**src/rtl/tdm_demux_4.sv**
```systemverilog
// 4-channel TDM receive demultiplexer: steers a framed serial stream into four channel words.
// Optional sync-loss detection is enabled by defining TDM_DEMUX_LOSS_EN.
module tdm_demux_4 #(
   parameter int WIDTH = 8
) (
   input  logic               clk,
   input  logic               rst,
   input  logic               en,
   input  logic               din,
   input  logic               fsync,
   output logic [4*WIDTH-1:0] dout,
   output logic               valid,
   output logic               locked,
   output logic               err
);

   localparam logic [0:0] S_HUNT = 1'b0;
   localparam logic [0:0] S_SYNC = 1'b1;
   localparam int BW = (WIDTH > 2) ? $clog2(WIDTH) : 1;
   localparam logic [BW-1:0] LAST_BIT = BW'(WIDTH - 1);

   logic [0:0]         r_state;
   logic [BW-1:0]      r_bit_cnt;
   logic [1:0]         r_slot_cnt;
   logic [WIDTH-1:0]   r_sh [4];
   logic [4*WIDTH-1:0] r_dout;
   logic               r_valid;
   logic               r_err;
`ifdef TDM_DEMUX_LOSS_EN
   logic [1:0]         r_miss;
`endif

   logic               w_at_start;
   logic               w_last;
   logic [4*WIDTH-1:0] w_frame;

   assign w_at_start = (r_bit_cnt == '0) && (r_slot_cnt == 2'd0);
   assign w_last     = (r_bit_cnt == LAST_BIT) && (r_slot_cnt == 2'd3);
   // Channel 3 still lacks its final bit, which arrives on the completing strobe.
   assign w_frame    = {{r_sh[3][WIDTH-2:0], din}, r_sh[2], r_sh[1], r_sh[0]};

   always_ff @(posedge clk) begin
      if (rst) begin
         r_state    <= S_HUNT;
         r_bit_cnt  <= '0;
         r_slot_cnt <= 2'd0;
         for (int k = 0; k < 4; k++) r_sh[k] <= '0;
         r_dout     <= '0;
         r_valid    <= 1'b0;
         r_err      <= 1'b0;
`ifdef TDM_DEMUX_LOSS_EN
         r_miss     <= 2'd0;
`endif
      end else begin
         r_valid <= 1'b0;
         r_err   <= 1'b0;
         if (en) begin
            if (r_state == S_HUNT) begin
               if (fsync) begin
                  r_sh[0]    <= {r_sh[0][WIDTH-2:0], din};
                  r_bit_cnt  <= BW'(1);
                  r_slot_cnt <= 2'd0;
                  r_state    <= S_SYNC;
               end
            end else if (fsync && !w_at_start) begin
               // Misplaced marker: drop the partial frame and restart on this bit.
               r_err      <= 1'b1;
               r_sh[0]    <= {r_sh[0][WIDTH-2:0], din};
               r_bit_cnt  <= BW'(1);
               r_slot_cnt <= 2'd0;
            end
`ifdef TDM_DEMUX_LOSS_EN
            else if (!fsync && w_at_start && (r_miss != 2'd0)) begin
               r_err      <= 1'b1;
               r_state    <= S_HUNT;
               r_bit_cnt  <= '0;
               r_slot_cnt <= 2'd0;
               r_miss     <= 2'd0;
            end
`endif
            else begin
`ifdef TDM_DEMUX_LOSS_EN
               if (w_at_start) r_miss <= fsync ? 2'd0 : r_miss + 2'd1;
`endif
               r_sh[r_slot_cnt] <= {r_sh[r_slot_cnt][WIDTH-2:0], din};
               if (r_bit_cnt == LAST_BIT) begin
                  r_bit_cnt  <= '0;
                  r_slot_cnt <= r_slot_cnt + 2'd1;
               end else begin
                  r_bit_cnt  <= r_bit_cnt + BW'(1);
               end
               if (w_last) begin
                  r_dout  <= w_frame;
                  r_valid <= 1'b1;
               end
            end
         end
      end
   end

   assign dout   = r_dout;
   assign valid  = r_valid;
   assign err    = r_err;
   assign locked = (r_state == S_SYNC);

endmodule

```
**config.mk**
```make
export PLATFORM = sky130hd
export DESIGN_NAME = tdm_demux_4
export DESIGN_NICKNAME = d
export VERILOG_FILES = /design/src/rtl/tdm_demux_4.sv
export SDC_FILE = /design/constraint.sdc
export NUM_CORES = 1
export LEC_CHECK = 0
export ABC_AREA = 0
export BUFFER_PORTS_ARGS = -buffer_cell sky130_fd_sc_hd__buf_2
export CAP_MARGIN = 20
export CELL_PAD_IN_SITES_DETAIL_PLACEMENT = 0
export CELL_PAD_IN_SITES_GLOBAL_PLACEMENT = 2
export CORE_MARGIN = 5
export CORE_UTILIZATION = 41
export CTS_CLUSTER_SIZE = 16
export DETAILED_ROUTE_END_ITERATION = 6
export PLACE_DENSITY_LB_ADDON = 0.1
export RECOVER_POWER = 100
export SLEW_MARGIN = 10
export SYNTH_ARGS = -nofsm -noshare
export SYNTH_HDL_FRONTEND = slang
export SYNTH_SLANG_ARGS = --single-unit
export TNS_END_PERCENT = 5
```
**constraint.sdc**
```tcl
create_clock -name clk -period 3.7 [get_ports clk]
set_clock_uncertainty 0.1 [all_clocks]
set_input_delay 0.185 -clock clk [delete_from_list [all_inputs] [get_ports clk]]
set_output_delay 0.185 -clock clk [all_outputs]
set_load 0.1 [all_outputs]
```
==> results by group <==
Logic synthesis
  – Fraction of registers with async set or reset after synthesis: 0%
  – Number of flops mapped to enable cells by yosys: 31
  – Area contributors post-synth: sky130_fd_sc_hd__edfxtp_1 26%, sky130_fd_sc_hd__dfxtp_1 24%, sky130_fd_sc_hd__mux2i_1 12%, sky130_fd_sc_hd__nand2_1 7.2%, sky130_fd_sc_hd__mux2_2 4.5%
  – Area share of the leading cell type in the synthesized netlist: between 20% and 30%
  – Yosys top cell by area: sky130_fd_sc_hd__edfxtp_1
  – Synth warnings: 0
  – Count of different cell masters after synthesis: between 40 and 50
  – Synthesized area: around 3500 µm²
  – Mean instance size in the synthesized netlist: 10.8 µm²
  – Synthesized flop and latch total: 73
  – Syn nets: approximately 340
  – Register area share after synthesis: between 50 and 60%
  – Gate count after technology mapping: between 300 and 400
  – Most used flip-flop cell after synthesis: sky130_fd_sc_hd__dfxtp_1

Clocking
  – Sinks on the clock net: 73
  – Number of buffers between clock root and the deepest sink: 2
  – CTS buffer count: 9
  – Number of gates given a new drive strength after cts: 0
  – Clk Latency, worst-skew pair: between 0.3 and 0.4 ns
  – TritonCTS clock tree: built
  – Clk root buf: sky130_fd_sc_hd__clkbuf_8
  – Post-CTS Setup Inserts: 0
  – H-tree level count: 3
  – Clock slew at reported path FFs: roughly 0.07 ns
  – Post-CTS Hold Buffers: 0

Floorplan
  – Starting utilization of the core area: between 40% and 50%
  – Die width: 103 µm
  – Row Count: 33
  – Die Ht: just over 100 µm
  – Area of the placeable core: around 8300 µm²
  – Die area: ~11000 µm²
  – Boundary Pins: 40

Placement
  – Placed cell areas: between 3000 and 4000 µm²
  – GPL Wtd Cong: slightly below 0.8
  – Count of input and output buffers: 39
  – Final HPWL DP: ~5800 µm

Worst setup path
  – CP startpoint kind: flip-flop
  – CP Data Arrival Time: a little under 3 ns
  – Worst R2R Setup Slack: slightly below 0.6 ns
  – Required time reported for the critical path endpoint: approximately 3.6 ns
  – Worst reg2reg path depth: 6
  – Source of the worst register-to-register timing path: r_slot_cnt[1]
  – Slowest stage cell on the critical path: sky130_fd_sc_hd__o21ai_0
  – CP peak stage delay: about 0.9 ns
  – Nature of the critical path endpoint: flip-flop
  – Largest fanout on the critical path: 14
  – Reg2Reg Capture Point: r_sh[1][1]
  – Type of the setup path with the least slack: flip-flop to flip-flop
  – Crit-path cells: inv_1 -> ha_1 -> and3b_1 -> o211ai_1 -> clkbuf_1 -> o21ai_0

Global route
  – All-layer global routing usage: ~17%
  – Grt ovf: 0
  – Vias in the first global route: 2474
  – Largest net degree at the start of global routing: 42
  – Global-route wire length before repair: 13200 µm
  – Antenna violations before repair: 0

Route
  – Detailed-route wire length: roughly 8000 µm
  – Via density: about 5.4
  – ANT nets after route: 0
  – Detailed-router iteration count before antenna repair: 4
  – Initial DRC Count: 111
  – Wirelength per Cell: roughly 18 µm
  – Remaining design rule violation count: 0
  – Total via count in the routed design: 2514

Worst hold path
  – Worst min-delay path class: input port to flip-flop
  – Worst hold path startpoint: din
  – Hold endpoint: dout[24]
  – Number of cells traversed by the worst hold path: 3

Cells and area
  – Final nets: between 300 and 400
  – Fill count: just over 800
  – P&R area growth vs syn: 7.46%
  – Antenna Cells: 0
  – End-of-flow core utilization: between 40% and 50%
  – Area used by multi-input combinational logic: 1510 µm²
  – Fraction of layout cells with a size suffix above 1: between 10% and 20%
  – Sequential Area: 1770 µm²
  – Area of all placed cells without fillers: approximately 3800 µm²

STA
  – Tightest slew margin relative to the limit: roughly a fifth
  – Maximum achievable frequency: ~320 MHz
  – Crit share post-route: a little over four fifths
  – Slew at the pin closest to its max-slew limit: 1.20 ns
  – Final number of setup-violating endpoints: 0
  – Crit path time final: 3.11 ns
  – Total negative slack for setup checks: 0 ns
  – Number of hold violations in the final report: 0
  – Max-slew violations: 0
  – Unrepaired setup endpoints after global routing: false

Pwr
  – Maximum ir drop on the vdd rail: between 150 and 200 µV
  – Total leakage power: around 0.0013 µW
  – Total power of the final layout: roughly 1600 µW
  – Power density over cell area: ~400 nW/µm²

Outcome
  – Run status: finished, final reports clean

Job
  – Max-capacitance violation count: 0
==> power breakdown <==
group,leakage (µW),switching [µW],internal (µW)
clock network,0.0000876,292,257
logic,0.000503,84.3,34.3
registers,0.000663,23.4,860
total,0.00125,399,1150
==> stage by stage <==
| stage | hold WS [ns] | worst slack [ns] | instances |
|---|---|---|---|
| 6_report | 0.00339 | 0.589 | 467 |
| 5_1_grt | 0.0146 | 0.390 | 467 |
| 4_1_cts | 0.00256 | 0.654 | 467 |
| 3_5_place_dp | 0.344 | 0.667 | 451 |
| 3_3_place_gp | 0.340 | 0.804 | 451 |
| 2_1_floorplan | 0.154 | 0.929 | 326 |
==> cell type report <==
class | count | share of cell area [%]
flip-flops and latches | 73 | 46.8
well taps | 105 | 3.47
clock inverters | 4 | 0.496
multi-input cells | 220 | 39.9
inverters | 9 | 0.892
repair buffers | 44 | 4.63
clock buffers | 12 | 3.83
==> Yosys cell counts, types with 2 or more instances <==
library cell	instances
sky130_fd_sc_hd__a211oi_1	14
sky130_fd_sc_hd__a21oi_1	6
sky130_fd_sc_hd__a22oi_1	8
sky130_fd_sc_hd__and3b_1	2
sky130_fd_sc_hd__buf_2	10
sky130_fd_sc_hd__buf_4	3
sky130_fd_sc_hd__buf_6	7
sky130_fd_sc_hd__clkbuf_1	4
sky130_fd_sc_hd__dfxtp_1	42
sky130_fd_sc_hd__edfxtp_1	31
sky130_fd_sc_hd__ha_1	5
sky130_fd_sc_hd__inv_1	9
sky130_fd_sc_hd__mux2_2	14
sky130_fd_sc_hd__mux2i_1	41
sky130_fd_sc_hd__nand2_1	68
sky130_fd_sc_hd__nand3_1	2
sky130_fd_sc_hd__nand4_1	8
sky130_fd_sc_hd__nor2_1	2
sky130_fd_sc_hd__nor3_1	15
sky130_fd_sc_hd__o2111ai_1	3
sky130_fd_sc_hd__o21ai_0	11
==> cells by family after synthesis <==
logic type	synth area share, %
AND/OR/NAND/NOR	14.7
flip-flops	50.3
multiplexers	16.1
AO/OA/AOI/OAI	11.4
buffers and inverters	5.68
adder cells (fa/ha/maj)	1.78
==> per-layer routing <==
layer	wire length [µm]	GRT usage (%)	vias to the layer above
met3	297	3.11	20
met1	4200	24.9	1191
met2	3450	22.2	54
met5	0	0	-
li1	-	-	1249
met4	243	9.28	0
==> registers in the layout (all words and copies together) (netlist names), named ones only <==
register and cells:
err 1, dout 32, r_slot_cnt 2, r_bit_cnt 3, r_sh 31, valid 1
locked 1
==> worst max-delay path: cells and delay by family, from the launching register on <==
| kind | cells | cell delay [ns] |
|---|---|---|
| buf+inv | 2 | 0.47 |
| fa+ha+maj | 1 | 0.22 |
| compound gates | 2 | 1.04 |
| flops | 1 | 0.40 |
| simple gates | 1 | 0.49 |
==> worst max-delay path by stage <==
| stage | start | endpoint | slack, ns | cells after the start |
|---|---|---|---|---|
| finish | r_slot_cnt[1] | r_sh[1][1] | 0.59 | 6 |
| global route | r_slot_cnt[1] | r_sh[1][1] | 0.39 | 6 |
| CTS | r_slot_cnt[0] | r_sh[1][4] | 0.65 | 6 |
| detailed placement | r_slot_cnt[0] | r_sh[1][5] | 0.67 | 6 |
| global placement | r_slot_cnt[0] | r_sh[1][6] | 0.80 | 6 |
| floorplan | locked | r_sh[1][0] | 0.93 | 4 |
==> placed cells by master, fill, tap and decap left out, types with 3 or more instances in the layout <==
master and count:
sky130_fd_sc_hd__mux2i_1 41, sky130_fd_sc_hd__dfxtp_1 42, sky130_fd_sc_hd__clkbuf_1 40, sky130_fd_sc_hd__a21oi_1 6
sky130_fd_sc_hd__inv_1 8, sky130_fd_sc_hd__mux2_2 14, sky130_fd_sc_hd__nand2_1 68, sky130_fd_sc_hd__ha_1 5
sky130_fd_sc_hd__edfxtp_1 31, sky130_fd_sc_hd__clkbuf_8 10, sky130_fd_sc_hd__buf_2 4, sky130_fd_sc_hd__o21ai_0 11
sky130_fd_sc_hd__nor3_1 15, sky130_fd_sc_hd__a22oi_1 8, sky130_fd_sc_hd__clkinv_2 3, sky130_fd_sc_hd__nand4_1 8
sky130_fd_sc_hd__o2111ai_1 3, sky130_fd_sc_hd__a211oi_1 14
No activity file was read; power rests on OpenSTA's default activity.
